`src/rtl/gsm_arb_pkg.sv`:
```
// gsm_arb_pkg
// Shared definitions for the output arbiter: FSM state encoding and the
// default sizing constants used as parameter defaults by gsm_out_arb.
package gsm_arb_pkg;

    localparam int GSM_NUM_PORT     = 4;
    localparam int GSM_LOG_NUM_PORT = 2;
    localparam int GSM_DATA_W       = 32;
    localparam int GSM_WDOG_CYCLES  = 255;

    typedef enum logic {
        IDLE = 1'b0,
        LOCK = 1'b1
    } arb_state_e;

endpackage

```
`src/rtl/gsm_rr_pick.sv`:
```
// gsm_rr_pick
// Purely combinational rotating-priority encoder.
// Ports:
//   eligible  in   NUM_PORT      request vector
//   rr_ptr    in   LOG_NUM_PORT  highest-priority index this round
//   winner    out  LOG_NUM_PORT  first set bit at or above rr_ptr, wrapping
//   any_valid out  1             eligible is non-zero
module gsm_rr_pick #(
    parameter int NUM_PORT     = 4,
    parameter int LOG_NUM_PORT = 2
) (
    input  logic [NUM_PORT-1:0]     eligible,
    input  logic [LOG_NUM_PORT-1:0] rr_ptr,
    output logic [LOG_NUM_PORT-1:0] winner,
    output logic                    any_valid
);

    logic [LOG_NUM_PORT-1:0] idx;

    // Walk offsets from farthest to nearest so the nearest hit to rr_ptr
    // is the last one written and therefore wins.
    always_comb begin
        winner    = '0;
        idx       = '0;
        any_valid = |eligible;
        for (int i = NUM_PORT - 1; i >= 0; i--) begin
            idx = LOG_NUM_PORT'((int'(rr_ptr) + i) % NUM_PORT);
            if (eligible[idx]) begin
                winner = idx;
            end
        end
    end

endmodule

```
`src/rtl/gsm_out_arb.sv`:
```
// gsm_out_arb
// Packet-granular round-robin arbiter: NUM_PORT head-of-queue inputs share
// one output. A queue is locked from its sop beat until its eop beat is
// accepted; re-arbitration happens in IDLE, so one bubble follows each packet.
// Optional build macro GSM_OUT_ARB_WDOG_EN adds a stall watchdog that
// force-releases a lock after WDOG_CYCLES cycles without an accepted beat.
// Ports:
//   clk, rst                 clock, synchronous active-high reset
//   in_valid/in_sop/in_eop   per-queue head flags
//   in_data                  head beats, queue i at [i*DATA_W +: DATA_W]
//   in_ready                 per-queue pop strobe
//   out_valid/sop/eop/data   muxed beat of the locked queue
//   out_ready                downstream accept
//   out_src                  locked queue index
//   wdog_abort               one-cycle pulse on forced lock release
module gsm_out_arb
    import gsm_arb_pkg::*;
#(
    parameter int NUM_PORT     = GSM_NUM_PORT,
    parameter int LOG_NUM_PORT = GSM_LOG_NUM_PORT,
    parameter int DATA_W       = GSM_DATA_W,
    parameter int WDOG_CYCLES  = GSM_WDOG_CYCLES
) (
    input  logic                       clk,
    input  logic                       rst,
    input  logic [NUM_PORT-1:0]        in_valid,
    input  logic [NUM_PORT-1:0]        in_sop,
    input  logic [NUM_PORT-1:0]        in_eop,
    input  logic [NUM_PORT*DATA_W-1:0] in_data,
    output logic [NUM_PORT-1:0]        in_ready,
    output logic                       out_valid,
    output logic                       out_sop,
    output logic                       out_eop,
    output logic [DATA_W-1:0]          out_data,
    input  logic                       out_ready,
    output logic [LOG_NUM_PORT-1:0]    out_src,
    output logic                       wdog_abort
);

    arb_state_e              state_q, state_d;
    logic [LOG_NUM_PORT-1:0] rr_ptr_q, rr_ptr_d;
    logic [LOG_NUM_PORT-1:0] lock_idx_q, lock_idx_d;
    logic [LOG_NUM_PORT-1:0] winner;
    logic [LOG_NUM_PORT-1:0] next_ptr;
    logic                    any_valid;
    logic                    accept;
    logic [DATA_W-1:0]       beat_data [NUM_PORT];

`ifdef GSM_OUT_ARB_WDOG_EN
    localparam int CNT_W = $clog2(WDOG_CYCLES + 1);
    logic [CNT_W-1:0] wdog_cnt_q, wdog_cnt_d;
`else
    logic wdog_unused;
    assign wdog_unused = (WDOG_CYCLES != 0);
`endif

    for (genvar g = 0; g < NUM_PORT; g++) begin : g_split
        assign beat_data[g] = in_data[g*DATA_W +: DATA_W];
    end

    // Only heads that start a packet may win; mid-packet heads wait.
    gsm_rr_pick #(
        .NUM_PORT     (NUM_PORT),
        .LOG_NUM_PORT (LOG_NUM_PORT)
    ) u_pick (
        .eligible  (in_valid & in_sop),
        .rr_ptr    (rr_ptr_q),
        .winner    (winner),
        .any_valid (any_valid)
    );

    assign next_ptr = LOG_NUM_PORT'((int'(lock_idx_q) + 1) % NUM_PORT);

    always_comb begin
        state_d    = state_q;
        rr_ptr_d   = rr_ptr_q;
        lock_idx_d = lock_idx_q;
        out_valid  = 1'b0;
        out_sop    = 1'b0;
        out_eop    = 1'b0;
        out_data   = '0;
        out_src    = '0;
        in_ready   = '0;
        wdog_abort = 1'b0;
        accept     = 1'b0;
`ifdef GSM_OUT_ARB_WDOG_EN
        wdog_cnt_d = wdog_cnt_q;
`endif
        // Outputs stay quiet during reset so a locked packet is abandoned
        // without a pop in the reset cycle.
        if (!rst) begin
            case (state_q)
                IDLE: begin
`ifdef GSM_OUT_ARB_WDOG_EN
                    wdog_cnt_d = '0;
`endif
                    if (any_valid) begin
                        state_d    = LOCK;
                        lock_idx_d = winner;
                    end
                end
                LOCK: begin
                    out_valid            = in_valid[lock_idx_q];
                    out_sop              = in_sop[lock_idx_q];
                    out_eop              = in_eop[lock_idx_q];
                    out_data             = beat_data[lock_idx_q];
                    out_src              = lock_idx_q;
                    in_ready[lock_idx_q] = out_ready & in_valid[lock_idx_q];
                    accept               = out_valid & out_ready;
                    if (accept && out_eop) begin
                        state_d  = IDLE;
                        rr_ptr_d = next_ptr;
                    end
`ifdef GSM_OUT_ARB_WDOG_EN
                    // Counter holds the number of completed stall cycles;
                    // the stall that would make it WDOG_CYCLES aborts.
                    if (accept) begin
                        wdog_cnt_d = '0;
                    end else if (wdog_cnt_q == CNT_W'(WDOG_CYCLES - 1)) begin
                        wdog_abort = 1'b1;
                        state_d    = IDLE;
                        rr_ptr_d   = next_ptr;
                        wdog_cnt_d = '0;
                    end else begin
                        wdog_cnt_d = wdog_cnt_q + CNT_W'(1);
                    end
`endif
                end
                default: state_d = IDLE;
            endcase
        end
    end

    always_ff @(posedge clk) begin
        if (rst) begin
            state_q    <= IDLE;
            rr_ptr_q   <= '0;
            lock_idx_q <= '0;
`ifdef GSM_OUT_ARB_WDOG_EN
            wdog_cnt_q <= '0;
`endif
        end else begin
            state_q    <= state_d;
            rr_ptr_q   <= rr_ptr_d;
            lock_idx_q <= lock_idx_d;
`ifdef GSM_OUT_ARB_WDOG_EN
            wdog_cnt_q <= wdog_cnt_d;
`endif
        end
    end

endmodule

```
`config.mk`:
```
export PLATFORM = sky130hd
export DESIGN_NAME = gsm_out_arb
export DESIGN_NICKNAME = d
export VERILOG_FILES = /design/src/rtl/gsm_arb_pkg.sv /design/src/rtl/gsm_rr_pick.sv /design/src/rtl/gsm_out_arb.sv
export SDC_FILE = /design/constraint.sdc
export NUM_CORES = 1
export LEC_CHECK = 0
export BUFFER_PORTS_ARGS = -buffer_cell sky130_fd_sc_hd__buf_2
export CORE_AREA = 2 2 71 73
export CTS_CLUSTER_SIZE = 40
export DETAILED_ROUTE_END_ITERATION = 8
export DIE_AREA = 0 0 73 75
export PLACE_DENSITY = 0.79
export RECOVER_POWER = 50
export SKIP_CTS_REPAIR_TIMING = 1
export SKIP_LAST_GASP = 1
export SYNTH_ARGS = -nofsm -noshare
export SYNTH_HDL_FRONTEND = slang
export SYNTH_HIERARCHICAL = 1
export SYNTH_SLANG_ARGS = --single-unit
```
`constraint.sdc`:
```
create_clock -name clk -period 2.13 [get_ports clk]
set_input_delay 0.213 -clock clk [delete_from_list [all_inputs] [get_ports clk]]
set_output_delay 0.213 -clock clk [all_outputs]
set_load 0.01 [all_outputs]
```
Word level (Yosys, flattened, before mapping)
Index checks and enable logic that the tools add are counted.

word-level totals
  register bits = 5
  output and inout port bits = 42
  word-level logic and storage cells = 62

cells by class
  add/subtract/negate cells = 4
  order comparisons = 7
  multiplexer cells = 38
  bitwise logic cells = 5
  reductions and logical operators = 5

operators by type and width
  kind                                                        number
  2-to-1 mux 32 bit                                           4
  binary-select mux 32 bit (select 2 bit)                     1
  2-to-1 mux 1 bit                                            16
  less-than comparator 2 x 3 -> 1 bit, second input constant  5
  binary-select mux 1 bit (select 2 bit)                      7
  2-to-1 mux 2 bit                                            6
  bitwise AND 4 bit                                           2
  2-to-1 mux 4 bit                                            2
  adder 2 x 1 -> 2 bit, second input constant                 2
  adder 2 bit, second input constant                          2
  AND reduction 2 bit                                         2
  OR reduction 4 bit                                          1
  >= comparator 3 bit, second input constant                  1
  inverter 2 -> 3 bit                                         1
  demux 1 bit (select 2 bit)                                  1
  >= comparator 2 x 1 -> 1 bit, second input constant         1
  logical AND 1 bit                                           2
  one-hot mux 1 bit (2 select lines)                          1
  bitwise AND 1 bit                                           1
  inverter 1 bit                                              1

Logic depth before layout (Yosys ltp)
  word-level depth = 7
  depth in mapped cells = 7
  depth with buffers taken out = 7

Modules after synthesis
Netlist, hierarchy kept.

by module, submodules not included
  module       times used  cells an instance  area each (um2)
  gsm_out_arb  1           130                1461.4
  gsm_rr_pick  1           13                 77.6

Worst setup path after synthesis
No wires, ideal clock.

  path kind = reg2out
  start = register lock_idx_q[0]
  end = output port out_data[14]
  arrival = 1.446 ns
  slack = 0.471 ns
  stages on the path, launching flop included = 5
  cells stage by stage = dfxtp_1 buf_6 buf_6 mux4_2 and2_1

on the way
  longest elaborated chain between the ends = 6

ends and longest elaborated chain
  element                                               RTL line            text
  start: declaration                                    gsm_out_arb.sv:42   logic [LOG_NUM_PORT-1:0] lock_idx_q, lock_idx_d;
  start signal: assignment                              gsm_out_arb.sv:145  lock_idx_q <= lock_idx_d;
  inverter 2 -> 3 bit (not written as such)             gsm_out_arb.sv:106  out_data = beat_data[lock_idx_q];
  binary-select mux 32 bit (select 2 bit)               gsm_out_arb.sv:106
  2-to-1 mux 32 bit (not written as such) (2 in a row)  gsm_out_arb.sv:106
  2-to-1 mux 32 bit                                     gsm_out_arb.sv:92   case (state_q)
  2-to-1 mux 32 bit                                     gsm_out_arb.sv:91   if (!rst) begin
  end: declaration                                      gsm_out_arb.sv:34   output logic [DATA_W-1:0] out_data,

No other way between the ends. The select of a mux whose other input is x is not followed.

Final worst setup path
  start = register lock_idx_q[0]
  end = output port out_data[26]

Same word-level chain as after synthesis.

==> impl_metrics.py <==
metrics = {
    "outcome": {
        "outcome": "finished clean",
    },
    "clocking": {
        "cts_made_buffers": 3,
        "cts_max_level": 1,
        "path_clk_slew_ns": 0.04,
        "clock_latency_ns": 0.23,
        "root_buffer": "clkbuf_8",
        "cts_max_path_buffers": 2,
        "cts_tree": "built",
        "cts_sinks": 5,
    },
    "global_route": {
        "grt_pass1_wl_um": 8930,
        "grt_pass1_vias": 1894,
        "grt_max_degree": 40,
        "antenna_found_initial": 0,
        "grt_usage": 0.210,
        "overflow": 0,
    },
    "die": {
        "start_util": 0.330,
        "design.die.area_um2": 5480,
        "core.rowCount": 25,
        "die_h_um": 75,
        "dieWidth_um": 73,
        "core_um2": 4660,
        "io_pins": 185,
    },
    "power_and_ir_drop": {
        "power_density_nw_per_um2": 295,
        "ir_drop_mv": 0.216,
        "power_leakage_uw": 0.00124,
    },
    "timing": {
        "rsz0062_at_grt": "no",
        "finalHoldViolCount": 0,
        "fin_ws_ns": 0.160,
        "min_period_ns": 1.97,
        "tns_ns": 0,
        "finalSetupViolations": 0,
        "skew_ns": 0.00331,
        "min_period_over_period": 0.925,
        "final_max_slew_viol_count": 0,
        "fmax_ghz": 0.508,
    },
    "layout": {
        "fin_cells": 378,
        "nets": 470,
        "fill_cells": 436,
        "multi_input_area_um2": 1340,
        "layout.area.seq_um2": 103,
        "area_growth_pct": 63.3,
        "drive_gt1_frac": 0.674,
    },
    "logic_synthesis": {
        "yosysUniqueCellTypes": 29,
        "ys.warnings.count": 6,
        "ys_ff_latch": 5,
        "ys_top_cells_by_area": "mux4_2, and2_1, dfxtp_1, ha_1, nor2_1",
        "synthCells": 143,
        "syn-cell-area_um2": 1540,
        "syn_nets": 290,
        "synth_area_leader_cell": "mux4_2",
        "syn_avg_cell_area_um2": 10.8,
        "synth-seq-area-share": 0.0650,
        "yosys.area.top_type_share": 0.498,
    },
    "setup_path": {
        "regToRegSetupSlack_ns": 0.46,
        "path_class": "reg -> out",
        "end_kind": "output port",
        "worstPathMaxFanout": 39,
        "cp.arrival_ns": 1.76,
        "startpoint_type": "flip-flop",
        "crit_required_ns": 1.92,
    },
    "flow_run": {
        "cap_violations": 0,
    },
    "drt": {
        "drt_drc_violations_left": 0,
        "routed-via-count": 1958,
        "drt_first_pass_iters": 7,
        "vias_per_cell": 5.18,
        "wire_per_inst_um": 16.4,
        "postRouteAntennaNets": 0,
        "drtIter0Drc": 62,
        "drt_wl_total_um": 6200,
    },
    "placed_design": {
        "dp_hpwl_um": 5260,
        "numPortBuffers": 183,
        "place_congestion": 0.847,
        "dp_cells": 372,
        "dp_slack_ns": 0.383,
    },
    "worst_hold_path": {
        "hold_path.class": "in -> reg",
    },
}
==> logic make-up (layout without fill, tap and decap cells) <==
logic type / after synthesis / after routing / synth area share
mux: 38 / 38 / 0.527
buf+inv: 15 / 194 / 0.0634
other cells: 1 / 3 / 0.00244
flops: 5 / 5 / 0.0650
compound gates: 8 / 8 / 0.0415
fa+ha+maj: 4 / 4 / 0.0325
simple gates: 72 / 72 / 0.268
==> synth_stat cells <==
master and n:
clkbuf_1 4, nand3_1 1, o311a_1 1, buf_2 3, conb_1 1, inv_2 1
a21oi_1 3, mux2i_1 3, ha_1 4, nand2b_1 5, mux2_4 1, and3_1 1
nor2b_1 3, nand2_1 3, a211oi_2 1, o21a_1 1, o2111a_1 1, mux4_2 34
and2b_1 1, buf_6 4, and2_1 42, nor3_1 1, and2_4 1, dfxtp_1 5
a211oi_1 1, nor3b_1 1, buf_4 2, nor2_1 13, inv_1 1
==> path summary, 6_finish.rpt <==
check | to | cells past startpoint | startpoint
worst min register to register | rr_ptr_q[1]$_SDFFE_PP0P_ | 2 | rr_ptr_q[1]$_SDFFE_PP0P_
worst min-delay path | lock_idx_q[1]$_SDFFE_PP0P_ | 2 | rst
worst max register to register | rr_ptr_q[0]$_SDFFE_PP0P_ | 5 | lock_idx_q[0]$_SDFFE_PP0P_
worst max-delay path | out_data[26] | 4 | lock_idx_q[0]$_SDFFE_PP0P_
==> cell usage in the layout (no fill, tap or decap) <==
cell,instances
a211oi_1,1
a211oi_2,1
a21oi_1,3
and2_0,3
and2_1,39
and2_4,1
and2b_1,1
and3_1,1
buf_12,1
buf_2,171
buf_4,3
clkbuf_1,13
clkbuf_2,1
clkbuf_8,3
conb_1,1
dfxtp_1,3
dfxtp_2,2
diode_2,2
ha_1,4
inv_1,2
mux2_1,1
mux2i_1,3
mux4_2,34
nand2_1,3
nand2b_1,5
nand3_1,1
nor2_1,13
nor2b_1,3
nor3_1,1
nor3b_1,1
o2111a_1,1
o21a_1,1
o311a_1,1
==> registers in the layout, indices dropped and copies added, names as in the netlist <==
| name | count |
|---|---|
| state_q | 1 |
| rr_ptr_q | 2 |
| lock_idx_q | 2 |
==> worst max-delay path, cell delays in order (launching register included) <==
cell and delay, ns:
dfxtp_2 0.37, buf_12 0.28, mux4_2 0.55, and2_1 0.17
buf_2 0.14
==> area by class of cell <==
cell class,instances,area share
Timing Repair Buffer,188,0.377
Tap cell,54,0.0269
Antenna cell,2,0.00199
Clock buffer,4,0.0179
Inverter,2,0.00299
Sequential cell,5,0.0408
Multi-Input combinational cell,123,0.532
==> report_power, final <==
part / internal, uW / switching, uW
Combinational: 268 / 176
Clock: 129 / 57.4
Sequential: 100 / 10.6
Total: 498 / 244
==> stage by stage <==
stage / total power [uW] / hold slack, ns / cell area (um2) / utilization
3_3_place_gp: 550 / 0.488 / 2490 / 0.534
6_report: 742 / 0.242 / 2510 / 0.539
3_5_place_dp: 563 / 0.491 / 2490 / 0.534
2_1_floorplan: 366 / 0.493 / 1540 / -
4_1_cts: 754 / 0.247 / 2530 / 0.543
5_1_grt: 790 / 0.265 / 2510 / 0.538
==> layer usage <==
layer / track usage / vias to the layer above / part of all wire
met5: 0 / - / 0
met4: 0.0802 / 0 / 0.031
met3: 0.0428 / 23 / 0.087
met2: 0.380 / 118 / 0.52
met1: 0.244 / 916 / 0.36
li1: - / 901 / -
Note: power is estimated with default switching activity, not from simulation.
